<file path="config.mk">
export PLATFORM = sky130hd
export DESIGN_NAME = sevenseg_scan_driver
export DESIGN_NICKNAME = d
export VERILOG_FILES = /design/src/rtl/sevenseg_scan_driver.sv
export SDC_FILE = /design/constraint.sdc
export NUM_CORES = 1
export LEC_CHECK = 0
export ABC_AREA = 1
export CAP_MARGIN = 15
export CORE_ASPECT_RATIO = 1.5
export CORE_MARGIN = 10
export CORE_UTILIZATION = 50
export DETAILED_ROUTE_END_ITERATION = 8
export PLACE_DENSITY = 0.71
export SYNTH_ARGS = -nofsm -noshare
export SYNTH_HDL_FRONTEND = slang
export SYNTH_SLANG_ARGS = --single-unit
</file>
<file path="constraint.sdc">
create_clock -name clk -period 9.25 [get_ports clk]
set_clock_uncertainty 0.2 [all_clocks]
set_input_delay 1.85 -clock clk [delete_from_list [all_inputs] [get_ports clk]]
set_output_delay 1.85 -clock clk [all_outputs]
set_load 0.005 [all_outputs]
</file>
<file path="src/rtl/sevenseg_scan_driver.sv">
// Time-multiplexed common-ground 7-segment driver: scans NUM_DIGITS hex digits with
// double-buffered load, decimal points, leading-zero blanking, per-digit blink and frame strobe.
module sevenseg_scan_driver #(
    parameter int NUM_DIGITS     = 4,
    parameter int SCAN_DIV       = 65536,
    parameter int BLINK_FRAMES   = 64,
    parameter bit GND_ACTIVE_LOW = 1'b1
) (
    input  logic                    clk,
    input  logic                    rst_n,
    input  logic                    load,
    input  logic [4*NUM_DIGITS-1:0] datain,
    input  logic [NUM_DIGITS-1:0]   dp_in,
    input  logic                    blank_lz,
    input  logic [NUM_DIGITS-1:0]   blink_en,
    output logic [NUM_DIGITS-1:0]   grounds,
    output logic [6:0]              display,
    output logic                    dp,
    output logic                    frame_done
);

    localparam int DW = $clog2(SCAN_DIV);
    localparam int IW = $clog2(NUM_DIGITS);
    localparam int BW = (BLINK_FRAMES > 1) ? $clog2(BLINK_FRAMES) : 1;
    localparam logic [DW-1:0] DIV_LAST   = DW'(SCAN_DIV - 1);
    localparam logic [IW-1:0] IDX_LAST   = IW'(NUM_DIGITS - 1);
    localparam logic [BW-1:0] BLINK_LAST = BW'(BLINK_FRAMES - 1);
    localparam logic [NUM_DIGITS-1:0] GND_IDLE = {NUM_DIGITS{GND_ACTIVE_LOW}};

    logic [DW-1:0]           div_cnt;
    logic [IW-1:0]           idx, idx_nxt;
    logic [4*NUM_DIGITS-1:0] act_data, act_data_nxt, pend_data;
    logic [NUM_DIGITS-1:0]   act_dp, act_dp_nxt, pend_dp;
    logic                    pend_valid;
    logic [BW-1:0]           blink_cnt;
    logic                    blink_ph, blink_ph_nxt;
    logic                    slot_end, frame_end;

    logic [NUM_DIGITS-1:0]   lz_blank, onehot, gnd_nxt;
    logic                    lz_run, sel_blank, dp_nxt;
    logic [3:0]              nib, sel_nib;
    logic [6:0]              disp_nxt;

    function automatic logic [6:0] hex7(input logic [3:0] v);
        logic [6:0] seg;
        case (v)
            4'h0: seg = 7'b1111110;
            4'h1: seg = 7'b0110000;
            4'h2: seg = 7'b1101101;
            4'h3: seg = 7'b1111001;
            4'h4: seg = 7'b0110011;
            4'h5: seg = 7'b1011011;
            4'h6: seg = 7'b1011111;
            4'h7: seg = 7'b1110000;
            4'h8: seg = 7'b1111111;
            4'h9: seg = 7'b1111011;
            4'hA: seg = 7'b1110111;
            4'hB: seg = 7'b0011111;
            4'hC: seg = 7'b1001110;
            4'hD: seg = 7'b0111101;
            4'hE: seg = 7'b1001111;
            default: seg = 7'b1000111;
        endcase
        return seg;
    endfunction

    // Active data only changes on the frame boundary; a load on that very edge bypasses pending.
    always_comb begin
        slot_end     = (div_cnt == DIV_LAST);
        frame_end    = slot_end && (idx == IDX_LAST);
        idx_nxt      = idx;
        if (slot_end)
            idx_nxt = (idx == IDX_LAST) ? '0 : idx + IW'(1);
        act_data_nxt = act_data;
        act_dp_nxt   = act_dp;
        if (frame_end && load) begin
            act_data_nxt = datain;
            act_dp_nxt   = dp_in;
        end else if (frame_end && pend_valid) begin
            act_data_nxt = pend_data;
            act_dp_nxt   = pend_dp;
        end
        blink_ph_nxt = blink_ph;
        if (frame_end && (blink_cnt == BLINK_LAST))
            blink_ph_nxt = ~blink_ph;
    end

    // Leading-zero run stops at the first nonzero digit or the first set decimal point.
    always_comb begin
        lz_run   = blank_lz;
        lz_blank = '0;
        nib      = '0;
        for (int k = 0; k < NUM_DIGITS; k++) begin
            nib         = act_data_nxt[4*(NUM_DIGITS-k)-1 -: 4];
            lz_run      = lz_run && (nib == 4'h0) && !act_dp_nxt[k];
            lz_blank[k] = lz_run && (k < NUM_DIGITS - 1);
        end
        sel_nib   = act_data_nxt[4*(NUM_DIGITS-int'(idx_nxt))-1 -: 4];
        sel_blank = lz_blank[idx_nxt] || (blink_ph_nxt && blink_en[idx_nxt]);
        disp_nxt  = sel_blank ? 7'b0 : hex7(sel_nib);
        dp_nxt    = !sel_blank && act_dp_nxt[idx_nxt];
        onehot    = '0;
        onehot[idx_nxt] = 1'b1;
        gnd_nxt   = GND_ACTIVE_LOW ? ~onehot : onehot;
    end

    always_ff @(posedge clk or negedge rst_n) begin
        if (!rst_n) begin
            div_cnt    <= '0;
            idx        <= '0;
            act_data   <= '0;
            act_dp     <= '0;
            pend_data  <= '0;
            pend_dp    <= '0;
            pend_valid <= 1'b0;
            blink_cnt  <= '0;
            blink_ph   <= 1'b0;
            grounds    <= GND_IDLE;
            display    <= '0;
            dp         <= 1'b0;
            frame_done <= 1'b0;
        end else begin
            div_cnt    <= slot_end ? '0 : div_cnt + DW'(1);
            idx        <= idx_nxt;
            act_data   <= act_data_nxt;
            act_dp     <= act_dp_nxt;
            if (load) begin
                pend_data <= datain;
                pend_dp   <= dp_in;
            end
            pend_valid <= (load || pend_valid) && !frame_end;
            if (frame_end)
                blink_cnt <= (blink_cnt == BLINK_LAST) ? '0 : blink_cnt + BW'(1);
            blink_ph   <= blink_ph_nxt;
            grounds    <= gnd_nxt;
            display    <= disp_nxt;
            dp         <= dp_nxt;
            frame_done <= frame_end;
        end
    end

endmodule
</file>
# --- After elaboration in Yosys (flattened, before gate mapping) ---
# Memories as Yosys holds them, arrays and structs flattened.
# Index checks and enable logic that the tools add are counted.
word_totals:
  ff_bits: 79
  inputBits: 28
  rom_bits: 112
  memories: 1
  wordCells: 69
  out_inout_bits: 13
memory_table:
  columns: ["memory", "words", "word_bits", "read_ports", "rd_clocked_by_memory_dff", "wr", "line", "source"]
  rows:
  - ["(name not given)", 16, 7, 1, 0, 0, "46", "case (v)"]
op_classes:
  order_cmp: 2
  shifts: 1
  n_bitwise: 2
  n_mux: 18
  add_sub_neg: 5
  n_eq_ne: 3
  reduce_logical: 24
op_table:
  columns: ["cell", "n"]
  rows:
  - ["16-bit 2-to-1 mux", 3]
  - ["19-bit by 7-bit variable part select with 4-bit output", 1]
  - ["16-bit by 1-bit adder with 16-bit output (second input constant)", 1]
  - ["16-bit equality test (second input constant)", 1]
  - ["1-bit logical AND", 14]
  - ["4-bit logical NOT", 3]
  - ["4-bit 2-to-1 mux", 2]
  - ["7-bit 2-to-1 mux", 1]
  - ["6-bit by 2-bit subtractor with 7-bit output (second input constant)", 1]
  - ["6-bit by 1-bit adder with 6-bit output (second input constant)", 1]
  - ["1-bit binary-select mux with 2-bit select", 3]
  - ["6-bit equality test (second input constant)", 1]
  - ["6-bit 2-to-1 mux", 1]
  - ["1-bit logical NOT", 5]
  - ["1-bit 2-to-1 mux", 5]
  - ["2-bit 2-to-1 mux", 2]
  - ["4-bit inverter", 1]
  - ["3-bit by 2-bit subtractor with 4-bit output (first input constant)", 1]
  - ["2-bit by 3-bit less-than comparator with 1-bit output (second input constant)", 1]
  - ["2-bit by 1-bit adder with 2-bit output (second input constant)", 1]
  - ["1-bit demux with 2-bit select", 1]
  - ["2-bit equality test (second input constant)", 1]
  - ["2-bit by 1-bit >= comparator with 1-bit output (second input constant)", 1]
  - ["1-bit logical OR", 2]
  - ["1-bit inverter", 1]

# --- Longest topological paths before layout ---
# Gate-level depths: netlist of run 1.
depth:
  depth_word: 17
  ltp_mapped: 23
  mapped_depth_nobuf: 22

# --- Worst setup path after synthesis of run 1 ---
# No wires, ideal clock.
synth_path:
  kind: "input to register"
  start: "input port load"
  end: "register display[3]"
  t_arrival_ns: 3.529
  setup_time_ns: 0.071
  required_time_ns: 8.979
  cell_stages: 16
  n_path_buf: 1
  slack_ns: 5.449
  cell_sequence: "buf_2 -> clkinv_1 -> a21oi_1 -> nand3_1 -> nand2_1 -> nand3_1 -> nand2_1 -> nand2_1 -> o21ai_2 -> inv_2 -> ha_1 -> inv_1 -> nand2_1 -> nand3_1 -> nand2_1 -> nor2_1"
synth_between:
  elab_chain_cells: 13
  word_cells_on_any_way: 21
  cone_classes: "shift: 1; mux: 5; reduce/logical: 14; memory: 1"
synth_rtl:
  columns: ["element", "line", "source"]
  rows:
  - ["start, declared", "11", "input logic load,"]
  - ["1-bit logical AND *", "76", "if (frame_end && load) begin"]
  - ["parallel branches: the longest is 11 deep, another holds memory read 16 x 7 bit", null, null]
  - ["7-bit 2-to-1 mux *", "100", "disp_nxt = sel_blank ? 7'b0 : hex7(sel_nib);"]
  - ["named net disp_nxt[3]", "42", "logic [6:0] disp_nxt;"]
  - ["end signal, assigned", "136", "display <= disp_nxt;"]
  - ["end, declared", "17", "output logic [6:0] display,"]
# Mark *: on every way through the listed nets, which the timed path passes. The select of a mux whose other input is x is not followed.
# A chain may end at the register's enable or synchronous reset.

# --- Worst setup path in the final report of run 1 ---
layout_path:
  start: "input port load"
  end: "register display[3]"
layout_between:
  word_cells_on_any_way: 21
  cone_classes: "shift: 1; mux: 5; reduce/logical: 14; memory: 1"
layout_lines:
  columns: ["element", "line", "source"]
  rows:
  - ["1-bit logical AND *", "76", null]
  - ["16-bit 2-to-1 mux *", "76", null]
  - ["named net act_data_nxt[9]", "32", "logic [4*NUM_DIGITS-1:0] act_data, act_data_nxt, pend_data;"]
  - ["parallel branches: the longest is 8 deep, another holds memory read 16 x 7 bit", null, null]
  - ["7-bit 2-to-1 mux *", "100", null]
  - ["named net disp_nxt[3]", "42", null]
# Marks and branches as above.

==> results of run 1 <==
[Yosys cell counts, types with 2 or more instances]
cell / n
nand2_1: 154
dfrtp_1: 75
inv_1: 67
nor2_1: 38
nand3_1: 36
o21ai_0: 24
ha_1: 13
nand4_1: 13
a21oi_1: 12
nand2_2: 10
inv_2: 8
buf_6: 7
o21ai_1: 7
nand3_2: 5
and2_1: 4
dfstp_2: 4
nor2_4: 4
nor3_1: 4
xor2_1: 4
a211oi_1: 3
buf_1: 3
o21ai_2: 3
xnor2_1: 3
buf_2: 2
clkbuf_1: 2
nand3_4: 2
nor2_8: 2
o21a_1: 2
or2_0: 2
[flip-flops by register name, indices dropped and copies added, names as in the netlist]
signal and count:
act_data 16, div_cnt 16, pend_data 16, display 7, blink_cnt 6, act_dp 4
grounds 4, pend_dp 4, idx 2, blink_ph 1, dp 1, frame_done 1
pend_valid 1
[cell usage in the layout, fill, tap and decap left out, drive strengths merged]
| cell | n |
|---|---|
| a211oi | 3 |
| a21boi | 1 |
| a21oi | 12 |
| and2 | 4 |
| buf | 1 |
| bufinv | 2 |
| clkbuf | 11 |
| clkdlybuf4s50 | 39 |
| clkinv | 6 |
| dfrtp | 75 |
| dfstp | 4 |
| ha | 13 |
| inv | 75 |
| nand2 | 165 |
| nand3 | 43 |
| nand3b | 1 |
| nand4 | 13 |
| nor2 | 45 |
| nor3 | 4 |
| nor4 | 1 |
| o211ai | 1 |
| o21a | 2 |
| o21ai | 34 |
| o21bai | 1 |
| o221a | 1 |
| o22ai | 1 |
| or2 | 4 |
| xnor2 | 3 |
| xor2 | 4 |
[where the power goes]
group	total [mW]	switching, mW	leakage, nW	internal (mW)
combinational	0.0389	0.0212	1.42	0.0177
clock	0.382	0.139	0.162	0.243
sequential	0.358	0.00328	0.988	0.355
total	0.779	0.164	2.57	0.615
[cell families (layout without fill, tap and decap cells)]
kind of cell             after synthesis  after routing  synth area share [%]
AND/OR/NAND/NOR                      280            280                  31.0
buffers and inverters                 92            134                  9.48
flip-flops                            79             79                  46.7
AO/OA/AOI/OAI                         56             56                  7.60
adder cells (fa/ha/maj)               13             13                  3.83
XOR/XNOR                               7              7                  1.44
[final timing paths]
kind / end / from / cells after the start / slack, ns
worst max-delay path: display[3] / load / 16 / 4.70
worst min-delay path: div_cnt[0] / div_cnt[0] / 1 / 0.28
worst max register to register: display[3] / div_cnt[0] / 22 / 5.46
worst min register to register: div_cnt[0] / div_cnt[0] / 1 / 0.28
max in group asynchronous: div_cnt[13] / rst_n / 1 / 6.73
min in group asynchronous: blink_cnt[2] / rst_n / 1 / 1.46
[layer usage]
layer | GRT usage (%) | up-vias | part of all wire, %
li1 | - | 1735 | -
met1 | 18.1 | 1643 | 40
met2 | 27.9 | 53 | 54
met3 | 3.79 | 21 | 3.8
met4 | 8.26 | 0 | 3.0
met5 | 0 | - | 0
[final cells by class]
type / instances / area (um2)
Clock buffer: 10 / 239
Clock inverter: 6 / 83.8
Fill cell: 743 / 3350
Inverter: 77 / 290
Multi-Input combinational cell: 356 / 1860
Sequential cell: 79 / 1980
Tap cell: 107 / 134
Timing Repair Buffer: 41 / 423
[worst max-delay path, delay by kind of cell]
kind / cells / cell delay (ns)
compound gates: 1 / 0.24
fa+ha+maj: 1 / 0.29
buf+inv: 5 / 1.27
simple gates: 9 / 0.96
[stage by stage]
step	area (um2)	util (%)
finish	5010	60.0
detailed placement	4670	55.8
floorplan	4250	-
global placement	4670	55.8
CTS	4990	59.7
global route	5010	60.0
==> results_dict.tcl, run 1 <==
set metrics [dict create \
    layout.nets 605 \
    syn-num-nets 568 \
    ys_types 43 \
    async_reset_ff_share_pct 100 \
    die_area_um2 12700 \
    yosysSeqAreaShare_pct 46.7 \
    path_cells "clkdlybuf4s50_1 > clkbuf_16 > nand3_4 > clkinv_2 > nand2_1 > nand2_1 > nor2_1 > nor2_1 > a21boi_2 > inv_1 > ha_1 > inv_1 > nand2_1 > nand3_1 > nand2_1 > nor2_1" \
    die_x_um 95.3 \
    maxSlewHeadroom_pct 33.5 \
    slowest_stage "clkdlybuf4s50_1" \
    numCtsBuffers 9 \
    synthTopCellsByArea "dfrtp_1 (44%), nand2_1 (14%), inv_1 (5.9%)" \
    setup_viol 0 \
    areaGrowthSynthToFinish_pct 18.1 \
    post_cts_buffers 0 \
    drc 0 \
    critical_path.max_fanout 29 \
    grt.total_usage_pct 16.3 \
    synth_edf_count 0 \
    critPathArrivalTime_ns 4.62 \
    stdcell_count 676 \
    maxSlewViolCount 0 \
    maxCapViolations 0 \
    dp.cells 659 \
    crit_top_cell "nand2_1" \
    insertedDiodeCount 0 \
    cts_resized 0 \
    clkSinkCount 79 \
    cpPeakStageDelay_ns 0.53 \
    synth_flop_cell "dfrtp_1" \
    synth_area_leader_cell "dfrtp_1" \
    io-pin-count 41 \
    hpwl_um 6970 \
    globalRoute.totalOverflow 0 \
    post-route-min-period_ns 4.55 \
    clockRootBuffer "clkbuf_16" \
    clk_latency_ns 0.34 \
    rsz0062_at_grt "false" \
    dp_worst_setup_slack_ns 3.74 \
    netlist.area_leader.share_pct 44.2 \
    die_height_um 133 \
    cts_tree "done" \
    clk_pin_slew_ns 0.06 \
    avgSynthCellArea_um2 8.06 \
    critical_path_class "primary input to register" \
    hold_class "register to register" \
    coreArea_um2 8360 \
    drt-vias-per-instance 5.11 \
    synthesis.instances 527 \
    p_total_mw 0.779 \
    antenna_found_initial 0 \
    drive_gt1_share_pct 10.9 \
    grt_max_degree 80 \
    initial_core_util_pct 50.8 \
    h-tree-depth 3 \
    layout_setup_ws_ns 4.70 \
    firstDrtPassIters 4 \
    holdBufCountCts 0 \
    ant_nets 0 \
    gp_congestion 0.864 \
    critPathCaptureType "register" \
    fp-row-count 41 \
    power_density_nw_per_um2 155 \
    portBuffers 40 \
    hold-worst-slack_ns 0.276 \
    clockBufferDepth 2 \
    grt_pass1_vias 3467 \
    vias 3452 \
    worstSetupStartpointType "primary input" \
    routed_wl_um 9530 \
    drt-initial-drc-count 182 \
    hold_viol 0 \
    wire_per_inst_um 14.1 \
    ys_warn_count 0 \
    period_share_pct 49.2 \
    critPathRequiredTime_ns 9.32 \
    ys_ff_latch 79 \
    synth_area_um2 4250 \
    peakVddDrop_uv 99.5 \
    leakagePower_nw 2.57 \
    fmax_mhz 220 \
    fin_tns_setup_ns 0 \
    worst_pin_slew_ns 0.998 \
    status "finished clean" \
    grt_pass1_wl_um 16300 \
]
Power figures use the tool's default switching activity.
==> inputs of run 2 (changes only) <==
clock period = 4.75 ns   (was 9.25 ns; I/O delays follow)
==> results_dict.tcl, run 2 (same netlist as run 1, synthesis figures left out) <==
set metrics [dict create \
    wire_per_inst_um 14.7 \
    grt_pass1_vias 3572 \
    antenna_found_initial 0 \
    die_x_um 95.3 \
    fmax_mhz 270 \
    hold_viol 0 \
    ant_nets 0 \
    h-tree-depth 3 \
    holdBufCountCts 0 \
    grt_max_degree 80 \
    final_common_cell "nand2_1" \
    critPathRequiredTime_ns 4.81 \
    path_buf_inv 4 \
    critical_path_class "primary input to register" \
    initial_core_util_pct 50.8 \
    coreArea_um2 8360 \
    firstDrtPassIters 4 \
    io-pin-count 41 \
    layout.nets 606 \
    hpwl_um 7110 \
    clkSinkCount 79 \
    globalRoute.totalOverflow 0 \
    rsz0062_at_grt "false" \
    critical_path.max_fanout 26 \
    final_cell_mix "nand2_1 (154), dfrtp_1 (75), inv_1 (67), clkdlybuf4s50_1 (39), nor2_1 (38)" \
    drive_gt1_share_pct 10.4 \
    cpPeakStageDelay_ns 0.67 \
    critPathCaptureType "register" \
    worst_pin_slew_ns 0.994 \
    cts_resized 0 \
    grt_pass1_wl_um 16500 \
    leakagePower_nw 2.54 \
    clockBufferDepth 2 \
    gp_congestion 0.863 \
    fp-row-count 41 \
    maxSlewHeadroom_pct 33.8 \
    fin_tns_setup_ns 0 \
    worstSetupStartpointType "primary input" \
    areaGrowthSynthToFinish_pct 16.5 \
    drc 0 \
    grt.total_usage_pct 16.4 \
    peakVddDrop_uv 200 \
    maxSlewViolCount 0 \
    clk_pin_slew_ns 0.05 \
    maxCapViolations 0 \
    slowest_stage "clkdlybuf4s50_1" \
    die_area_um2 12700 \
    top_regs "act_data (16), div_cnt (16), pend_data (16)" \
    setup_viol 0 \
    portBuffers 40 \
    path_delay_family "buffers and inverters" \
    cts_tree "done" \
    crit_top_cell "nand2_1" \
    clockRootBuffer "clkbuf_16" \
    numCtsBuffers 9 \
    dp_worst_setup_slack_ns 0.727 \
    power_density_nw_per_um2 283 \
    insertedDiodeCount 0 \
    period_share_pct 77.9 \
    layout_setup_ws_ns 1.05 \
    vias 3509 \
    hold_class "register to register" \
    post_cts_buffers 0 \
    critPathArrivalTime_ns 3.76 \
    drt-initial-drc-count 179 \
    clk_latency_ns 0.34 \
    routed_wl_um 9930 \
    drt-vias-per-instance 5.20 \
    path_cells "clkdlybuf4s50_1 > nand3_4 > clkinv_2 > nand2_1 > nand3_1 > nand2_1 > nor2_1 > a21boi_2 > inv_1 > ha_1 > inv_1 > nand2_1 > nand3_1 > nand2_1 > nor2_1" \
    die_height_um 133 \
    status "finished clean" \
    post-route-min-period_ns 3.70 \
]
[run 2: cell types whose count changed in the layout (fill, tap and decap cells not counted)]
cell | previous run | this run
clkbuf_16 | 10 | 9
clkbuf_8 | 1 | 2
buf_4 | 1 | 3
clkbuf_1 | 0 | 2
clkinv_2 | 4 | 2
clkinv_4 | 1 | 0
bufinv_16 | 2 | 0
[run 2: stage by stage]
step	power [mW]	instances	utilization, %	hold WS (ns)	instance area [um2]
global placement	0.784	661	56.0	0.244	4680
CTS	1.41	675	59.2	0.261	4950
global route	1.45	675	59.2	0.290	4950
floorplan	0.732	527	-	0.230	4250
finish	1.40	675	59.2	0.260	4950
detailed placement	0.785	661	56.0	0.254	4680
[run 2: cell type report]
cell class / count / area (um2)
Clock buffer: 13 / 260
Clock inverter: 1 / 5.00
Fill cell: 750 / 3410
Inverter: 77 / 290
Multi-Input combinational cell: 356 / 1860
Sequential cell: 79 / 1980
Tap cell: 107 / 134
Timing Repair Buffer: 42 / 413
[run 2: worst reg2reg max path: cells and delay by family (launching register included)]
kind                     cells  cell delay [ns]
flip-flops                   1             0.37
AND/OR/NAND/NOR             13             1.46
buffers and inverters        4             0.72
adder cells (fa/ha/maj)      2             0.47
AO/OA/AOI/OAI                1             0.27
[run 2: metal layers]
| metal | part of all wire (%) | vias up | track usage, % |
|---|---|---|---|
| met5 | 0 | - | 0 |
| met3 | 4.1 | 34 | 3.57 |
| met2 | 52 | 84 | 27.8 |
| met4 | 4.3 | 0 | 9.93 |
| li1 | - | 1733 | - |
| met1 | 40 | 1658 | 17.9 |
[run 2: worst paths after layout]
check,from,depth (start not counted),endpoint,slack (ns)
setup / recovery,load,15,display[3],1.05
hold / removal,div_cnt[0],1,div_cnt[0],0.26
setup reg to reg,div_cnt[0],20,display[3],1.18
hold reg to reg,div_cnt[0],1,div_cnt[0],0.26
max in group asynchronous,rst_n,1,idx[0],3.13
min in group asynchronous,rst_n,1,blink_cnt[0],0.59
[run 2: report_power, final]
part	leakage (nW)	switching [mW]	total, mW	internal [mW]
Clock	0.132	0.252	0.627	0.376
Sequential	0.988	0.00667	0.698	0.691
Combinational	1.42	0.0414	0.0744	0.0330
==> inputs of run 3 (changes only) <==
clock period = 3.75 ns   (was 4.75 ns; I/O delays follow)
==> results_dict.tcl, run 3 (same netlist as run 1, synthesis figures left out) <==
set metrics [dict create \
    status "finished clean" \
    layout.nets 617 \
    wire_per_inst_um 14.2 \
    clk_latency_ns 0.34 \
    power_density_nw_per_um2 369 \
    worstSetupStartpointType "register" \
    grt_max_degree 80 \
    crit_top_cell "nand2_1" \
    firstDrtPassIters 4 \
    maxCapViolations 0 \
    portBuffers 40 \
    post-route-min-period_ns 3.32 \
    antenna_found_initial 0 \
    die_x_um 95.3 \
    io-pin-count 41 \
    reg2reg_depth 21 \
    insertedDiodeCount 0 \
    fp-row-count 41 \
    drive_gt1_share_pct 12.9 \
    globalRoute.totalOverflow 0 \
    r2r_slack_ns 0.43 \
    grt_pass1_wl_um 16500 \
    critPathArrivalTime_ns 3.39 \
    p_total_mw 1.87 \
    maxSlewViolCount 0 \
    hpwl_um 7320 \
    rsz0062_at_grt "false" \
    critPathCaptureType "register" \
    ant_nets 0 \
    fin_tns_setup_ns 0 \
    setup_viol 0 \
    clockRootBuffer "clkbuf_16" \
    h-tree-depth 3 \
    areaGrowthSynthToFinish_pct 19.4 \
    die_height_um 133 \
    vias 3469 \
    grt_pass1_vias 3512 \
    die_area_um2 12700 \
    initial_core_util_pct 50.8 \
    final_common_cell "nand2_1" \
    critical_path_class "register to register" \
    clkSinkCount 79 \
    numCtsBuffers 9 \
    worst_pin_slew_ns 0.984 \
    cts_tree "done" \
    fmax_mhz 301 \
    slowest_stage "dfrtp_1" \
    routed_wl_um 9800 \
    critical_path.max_fanout 8 \
    drt-initial-drc-count 157 \
    path_cells "ha_1 > nand2_1 > nor2_4 > nand2_4 > nor2_8 > inv_2 > or2_0 > o21ai_2 > ha_1 > inv_2 > nor2_4 > nand3_1 > nand2_1 > o21ai_2 > inv_2 > ha_1 > inv_1 > nand2_1 > nand3_1 > nand2_1 > nor2_1" \
    holdBufCountCts 0 \
    seq_area_um2 1980 \
    hold_class "register to register" \
    path_buf_inv 4 \
    timing.rr.start "div_cnt[0]" \
    maxSlewHeadroom_pct 34.4 \
    gp_congestion 0.930 \
    top_regs "act_data (16), div_cnt (16), pend_data (16)" \
    period_share_pct 88.6 \
    drc 0 \
    coreArea_um2 8360 \
    holdPathStages 1 \
    final_cell_mix "nand2_1 (154), dfrtp_1 (75), inv_1 (66), clkdlybuf4s50_1 (39), nor2_1 (38)" \
    critPathRequiredTime_ns 3.81 \
    grt.total_usage_pct 16.4 \
    cpPeakStageDelay_ns 0.37 \
    drt-vias-per-instance 5.04 \
    path_delay_family "simple AND/OR/NAND/NOR gates" \
    multi_input_area_um2 1860 \
    hold_start "blink_ph" \
    min_to "blink_ph" \
    leakagePower_nw 2.61 \
    hold_viol 0 \
    peakVddDrop_uv 229 \
    r2r-end "display[3]" \
    clockBufferDepth 2 \
    fill_cells 729 \
    clk_pin_slew_ns 0.06 \
]
## run 3: area by class of cell
| type | instances | share of cell area, % |
|---|---|---|
| sequential | 79 | 39.1 |
| inverter | 77 | 5.72 |
| tap | 107 | 2.64 |
| clock buffer | 11 | 4.98 |
| clock inverter | 5 | 1.11 |
| timing repair buffer | 53 | 9.77 |
| multi-input combinational | 356 | 36.7 |
## run 3: worst max path at each step
| stage | start | endpoint | slack, ns | cells after the start |
|---|---|---|---|---|
| final | div_cnt[0] | display[3] | 0.43 | 21 |
| after global routing | div_cnt[0] | display[3] | 0.13 | 22 |
| after CTS | div_cnt[0] | display[3] | 0.19 | 21 |
| after detailed placement | div_cnt[0] | display[3] | 0.22 | 21 |
| after global placement | load | display[3] | 0.33 | 17 |
| after floorplan | div_cnt[0] | display[3] | 0.61 | 21 |
## run 3: routing by layer
| metal | vias up | track usage [%] | wire (um) |
|---|---|---|---|
| met1 | 1612 | 18.2 | 3870 |
| li1 | 1746 | - | - |
| met2 | 83 | 28.1 | 5200 |
| met5 | - | 0 | 0 |
| met4 | 0 | 9.02 | 376 |
| met3 | 28 | 3.28 | 356 |
## run 3: what timing repair did
item | 4_1_cts | 5_1_grt
setup endpoints to repair | 0 | 5
resized for setup | 0 | 1
buffers inserted | 0 | 2
## run 3: power by group
group	total [mW]	internal, mW	switching [mW]
registers	0.884	0.875	0.00861
clock network	0.890	0.550	0.340
logic	0.0964	0.0432	0.0532
## run 3: stage by stage
step / worst slack (ns) / instances / utilization (%) / hold WS, ns / instance area [um2]
2_1_floorplan: 0.613 / 527 / - / 0.230 / 4250
3_3_place_gp: 0.330 / 670 / 56.8 / 0.243 / 4750
3_5_place_dp: 0.221 / 670 / 56.8 / 0.252 / 4750
4_1_cts: 0.191 / 686 / 60.5 / 0.261 / 5060
5_1_grt: 0.128 / 688 / 60.7 / 0.296 / 5070
6_report: 0.427 / 688 / 60.7 / 0.263 / 5070
